===== config.mk =====
export PLATFORM = sky130hd
export DESIGN_NAME = sync_up_counter
export DESIGN_NICKNAME = d
export VERILOG_FILES = /design/src/rtl/sync_up_counter_pkg.sv /design/src/rtl/sync_up_counter_nxt.sv /design/src/rtl/sync_up_counter.sv
export SDC_FILE = /design/constraint.sdc
export NUM_CORES = 1
export LEC_CHECK = 0
export CAP_MARGIN = 20
export CORE_AREA = 5 5 42 44
export CTS_BUF_LIST = sky130_fd_sc_hd__clkbuf_8 sky130_fd_sc_hd__clkbuf_16
export CTS_CLUSTER_SIZE = 24
export DETAILED_ROUTE_END_ITERATION = 16
export DIE_AREA = 0 0 47 49
export PLACE_DENSITY = 0.52
export SLEW_MARGIN = 30
export SYNTH_ARGS = -nofsm -noshare
export SYNTH_HDL_FRONTEND = slang
export SYNTH_SLANG_ARGS = --single-unit

===== constraint.sdc =====
create_clock -name clock -period 3.2 [get_ports clock]
set_input_delay 0.64 -clock clock [delete_from_list [all_inputs] [get_ports clock]]
set_output_delay 0.64 -clock clock [all_outputs]
set_load 0.05 [all_outputs]

===== src/rtl/sync_up_counter_pkg.sv =====
// Shared types and helpers for the synchronous modulo-N up counter.
// Latency: n/a (declarations only).
// Backpressure: n/a (no flow control in this block).
package sync_up_counter_pkg;

  // Priority-decoded operation for one clock edge (clear > load > inc > hold).
  typedef enum logic [1:0] {
    CNT_OP_HOLD  = 2'd0,
    CNT_OP_INC   = 2'd1,
    CNT_OP_LOAD  = 2'd2,
    CNT_OP_CLEAR = 2'd3
  } cnt_op_t;

  // Saturate a requested load value to the last legal count.
  // Done at 32 bits so a single helper serves every counter width.
  function automatic logic [31:0] clamp_load(input logic [31:0] val,
                                             input logic [31:0] max_cnt);
    return (val > max_cnt) ? max_cnt : val;
  endfunction

endpackage


===== src/rtl/sync_up_counter_nxt.sv =====
// Next-state decode for sync_up_counter: picks the op and computes next count/flags.
// Latency: purely combinational, zero cycles.
// Backpressure: none; the caller registers the outputs every edge.
module sync_up_counter_nxt
  import sync_up_counter_pkg::*;
#(
  parameter int WIDTH   = 4,
  parameter int MODULUS = 16
) (
  input  logic [WIDTH-1:0] count,
  input  logic             en,
  input  logic             clear,
  input  logic             load,
  input  logic [WIDTH-1:0] load_val,
  output cnt_op_t          op,
  output logic [WIDTH-1:0] count_nxt,
  output logic             wrap_nxt,
  output logic             load_err_nxt
);

  localparam logic [WIDTH-1:0] MAX_CNT   = WIDTH'(MODULUS - 1);
  localparam logic [31:0]      MAX_CNT32 = 32'(MODULUS - 1);

  logic [WIDTH:0]   inc_w;
  logic             roll;
  logic [WIDTH-1:0] load_clamped;
  logic             load_bad;

  // Increment one bit wider than the count so the carry is never silently lost.
  assign inc_w = {1'b0, count} + {{WIDTH{1'b0}}, 1'b1};

  // Wrap is decided by the terminal compare; the carry term only matters if the
  // count were ever all-ones, and folding it in keeps such a state from sticking.
  assign roll = (count == MAX_CNT) | inc_w[WIDTH];

  assign load_clamped = WIDTH'(clamp_load(32'(load_val), MAX_CNT32));
  assign load_bad     = (32'(load_val) > MAX_CNT32);

  // Priority decode of the edge operation and the values it produces.
  always_comb begin
    op           = CNT_OP_HOLD;
    count_nxt    = count;
    wrap_nxt     = 1'b0;
    load_err_nxt = 1'b0;
    if (clear) begin
      op        = CNT_OP_CLEAR;
      count_nxt = '0;
    end else if (load) begin
      op           = CNT_OP_LOAD;
      count_nxt    = load_clamped;
      load_err_nxt = load_bad;
    end else if (en) begin
      op        = CNT_OP_INC;
      count_nxt = roll ? '0 : inc_w[WIDTH-1:0];
      wrap_nxt  = roll;
    end
  end

endmodule


===== src/rtl/sync_up_counter.sv =====
// Fully synchronous modulo-N up counter with clear/load/enable, tc and wrap; optional sticky overflow (SYNC_UP_COUNTER_OVF_STICKY_EN).
// Latency: count/wrap/load_err/ovf_sticky register 1 cycle after the edge; tc is combinational (0 cycles).
// Backpressure: none; en acts as the advance qualifier and tc feeds the next stage's en when cascading.
module sync_up_counter
  import sync_up_counter_pkg::*;
#(
  parameter int WIDTH   = 4,
  parameter int MODULUS = 16
) (
  input  logic             clock,
  input  logic             reset,
  input  logic             en,
  input  logic             clear,
  input  logic             load,
  input  logic [WIDTH-1:0] load_val,
`ifdef SYNC_UP_COUNTER_OVF_STICKY_EN
  input  logic             ovf_ack,
  output logic             ovf_sticky,
`endif
  output logic [WIDTH-1:0] count,
  output logic             tc,
  output logic             wrap,
  output logic             load_err
);

  localparam logic [WIDTH-1:0] MAX_CNT = WIDTH'(MODULUS - 1);

  cnt_op_t          op;
  logic [WIDTH-1:0] count_nxt;
  logic             wrap_nxt;
  logic             load_err_nxt;

  sync_up_counter_nxt #(
    .WIDTH   (WIDTH),
    .MODULUS (MODULUS)
  ) u_nxt (
    .count        (count),
    .en           (en),
    .clear        (clear),
    .load         (load),
    .load_val     (load_val),
    .op           (op),
    .count_nxt    (count_nxt),
    .wrap_nxt     (wrap_nxt),
    .load_err_nxt (load_err_nxt)
  );

  // Count register: only touched when the decoded op actually changes it.
  always_ff @(posedge clock or negedge reset) begin
    if (!reset) begin
      count <= '0;
    end else if (op != CNT_OP_HOLD) begin
      count <= count_nxt;
    end
  end

  // Single-cycle status pulses, recomputed every edge.
  always_ff @(posedge clock or negedge reset) begin
    if (!reset) begin
      wrap     <= 1'b0;
      load_err <= 1'b0;
    end else begin
      wrap     <= wrap_nxt;
      load_err <= load_err_nxt;
    end
  end

  // Terminal count is zero-latency so a downstream stage advances on the same edge.
  assign tc = en & (count == MAX_CNT);

`ifdef SYNC_UP_COUNTER_OVF_STICKY_EN
  // Sticky overflow: clear dominates, a fresh wrap beats a simultaneous ack.
  always_ff @(posedge clock or negedge reset) begin
    if (!reset) begin
      ovf_sticky <= 1'b0;
    end else if (op == CNT_OP_CLEAR) begin
      ovf_sticky <= 1'b0;
    end else if (wrap_nxt) begin
      ovf_sticky <= 1'b1;
    end else if (ovf_ack) begin
      ovf_sticky <= 1'b0;
    end
  end
`endif

endmodule


==> run summary <==
min Tclk post-route = 2.27 ns
clk_skew = 0.00149 ns
Slew Limit Fails = 0
antenna violations before repair = 0
post-route design area = 488 um^2
GPL Wtd Cong = 0.748
Worst R2R Start = count[0]$_DFFE_PN0P_
Root Buffer = clkbuf_8
crit path max fanout = 5
Final Setup Violations = 0
hold buffers post-CTS = 0
Worst setup SP type = input port
CP Buf/Inv Count = 2
min-delay src = count[3]$_DFFE_PN0P_
vias in the first global route = 302
post-synthesis sequential area ratio = 42.0%
slowest CP cell = clkdlybuf4s50_1
Max H-tree Level = 1
Lkg Pwr = 0.000219 uW
Synth Warn # = 0
dominant cell type by area after synthesis = dfrtp_1
Pwr per Cell Area = 490 nW/um^2
synth top area cells = dfrtp_1, a21oi_1, inv_1, nand2_1, o21a_1
cells after synthesis = 34
VDD IR-drop max = 282 uV
total negative slack = 0 ns
Hold Vio Cnt, Final = 0
chip height = 49 um
crit path capture type = output pin
row count = 14
number of distinct library cells after synthesis = 19
crit path cell chain = clkdlybuf4s50_1 -> nand2_2 -> nor2_1 -> buf_4
fmax = 440 MHz
die area = 2300 um^2
Avg Inst Size Synth = 8.76 um^2
Arr. time, crit path = 1.63 ns
layout cells sized above 1 = 12.0%
nets@finish = 61
Hold Crit Depth = 2
Hold Path Sink = wrap$_DFF_PN0_
CTS Buf Count = 3
Detail Route Antenna Nets = 0
Hold Path Class = reg2reg
R2R Setup Slk = 1.91 ns
CP delay by family, top = buffers and inverters
RSZ-0062 raised after global routing = false
share of the synthesized area in the top cell type = 42.0%
status = complete, no violations
DRC viols = 0
Avg Vias per Cell = 4.27
cells on worst reg2reg path = 4
R2R Path End = count[3]$_DFFE_PN0P_
CTS Buffer Depth = 2
Post-CTS Setup Repair Bufs = 0
Slew @ Worst Pin = 0.499 ns
area delta synth->final = 63.9%
Final period util = 71.0%
GRT overflow = 0
Slew HR = 66.6%
max-cap viol count = 0
DP Area = 443 um^2
Ports = 16
antenna cells = 0
Post-Syn Area = 298 um^2
Initial Utilization = 21.3%
routed length per instance = 11.4 um
final wirelength = 752 um
Die W = 47 um
first-pass GRT wire length = 1.30 mm
I/O Buffers = 14
crit path from = en
CP max stage delay = 0.57 ns
Clock Sinks = 5
Synth Register Bits = 5
Tot GR Track Use = 8.48%
Initial DRC Count = 1
vias = 282
Critical Path RT = 2.56 ns
CP Class = in2out
Worst-path clk slew = 0.04 ns
CTS tree = done
DRT Pass-1 Iters = 3
CORE AREA = 1400 um^2
worst-skew pair later-pin latency = 0.22 ns
HPWL Detailed = 613 um
Synth Net Count = 44
pin count of the biggest net entering global routing = 9
# resized after CTS = 0
-- worst max path at each step --
stage	endpoint	slack (ns)	cells after the start
6_report	tc	0.93	4
5_1_grt	tc	0.85	4
4_1_cts	tc	0.93	4
3_5_place_dp	tc	0.93	4
3_3_place_gp	tc	0.95	4
2_1_floorplan	tc	0.86	3
-- layer usage --
layer  wire length, um  track usage [%]  up-vias
li1                  -                -      145
met1               291             9.33      126
met2               375             11.5        8
met3                55             4.43        3
met4                29             6.91        0
met5                 0                0        -
-- cells in the final DEF (no fill, tap or decap) --
cell type        instances
xnor2_1                  1
conb_1                   1
clkdlybuf4s50_1         13
dfrtp_1                  5
nor4_1                   1
a31oi_1                  1
nor3_1                   1
inv_1                    5
mux2_2                   1
ha_1                     1
nand2_1                  4
o21a_1                   2
buf_4                    1
mux2i_1                  1
a21oi_1                  4
o31a_1                   1
a221oi_1                 1
nand2_2                  1
clkbuf_8                 3
nor2_1                   2
-- sequential cells by signal (all words and copies together), names as in the netlist --
register and flops:
count 4, wrap 1
-- layout make-up --
cell class                      instances  area [um^2]
Multi-Input combinational cell         23          145
Timing Repair Buffer                   14          138
Inverter                                4         15.0
Clock inverter                          1         3.75
Sequential cell                         5          125
Tap cell                               16         20.0
Fill cell                             157          913
Clock buffer                            3         41.3
-- Yosys cell counts, drive strengths merged --
cell    count
nor3        1
xnor2       1
nor2        2
mux2        1
ha          1
conb        1
nor4        1
a221oi      1
inv         4
nand2       5
a31oi       1
o31a        1
o21a        2
buf         2
mux2i       1
a21oi       4
dfrtp       5
-- worst register-to-register path, delay by kind of cell (launching register included) --
kind	cells	cell delay [ns]
adder cells (fa/ha/maj)	1	0.25
AO/OA/AOI/OAI	3	0.50
flip-flops	1	0.43
-- power breakdown --
group | internal, uW | leakage (uW) | total [uW] | switching (uW)
registers | 67.4 | 0.0000658 | 72.5 | 5.15
clock network | 82.3 | 0.0000269 | 115 | 32.3
logic | 22.8 | 0.000126 | 51.8 | 29.0
-- through the flow --
stage	util, %	power [uW]	cells	worst slack, ns	hold WS (ns)
floorplan	-	103	34	0.860	0.344
global placement	31.6	126	62	0.950	0.608
detailed placement	31.6	126	62	0.930	0.606
CTS	34.8	245	66	0.930	0.613
global route	34.8	256	66	0.846	0.645
finish	34.8	239	66	0.929	0.615
-- kinds of logic (layout without fill, tap and decap cells) --
logic type,count (synthesis),count (layout),share of synthesized area [%]
compound gates,9,9,19.7
buf+inv,6,22,9.24
mux,2,2,7.14
other cells,1,1,1.26
flops,5,5,42.0
simple gates,9,9,13.4
xor+xnor,1,1,2.94
fa+ha+maj,1,1,4.20
Power figures use the tool's default switching activity.
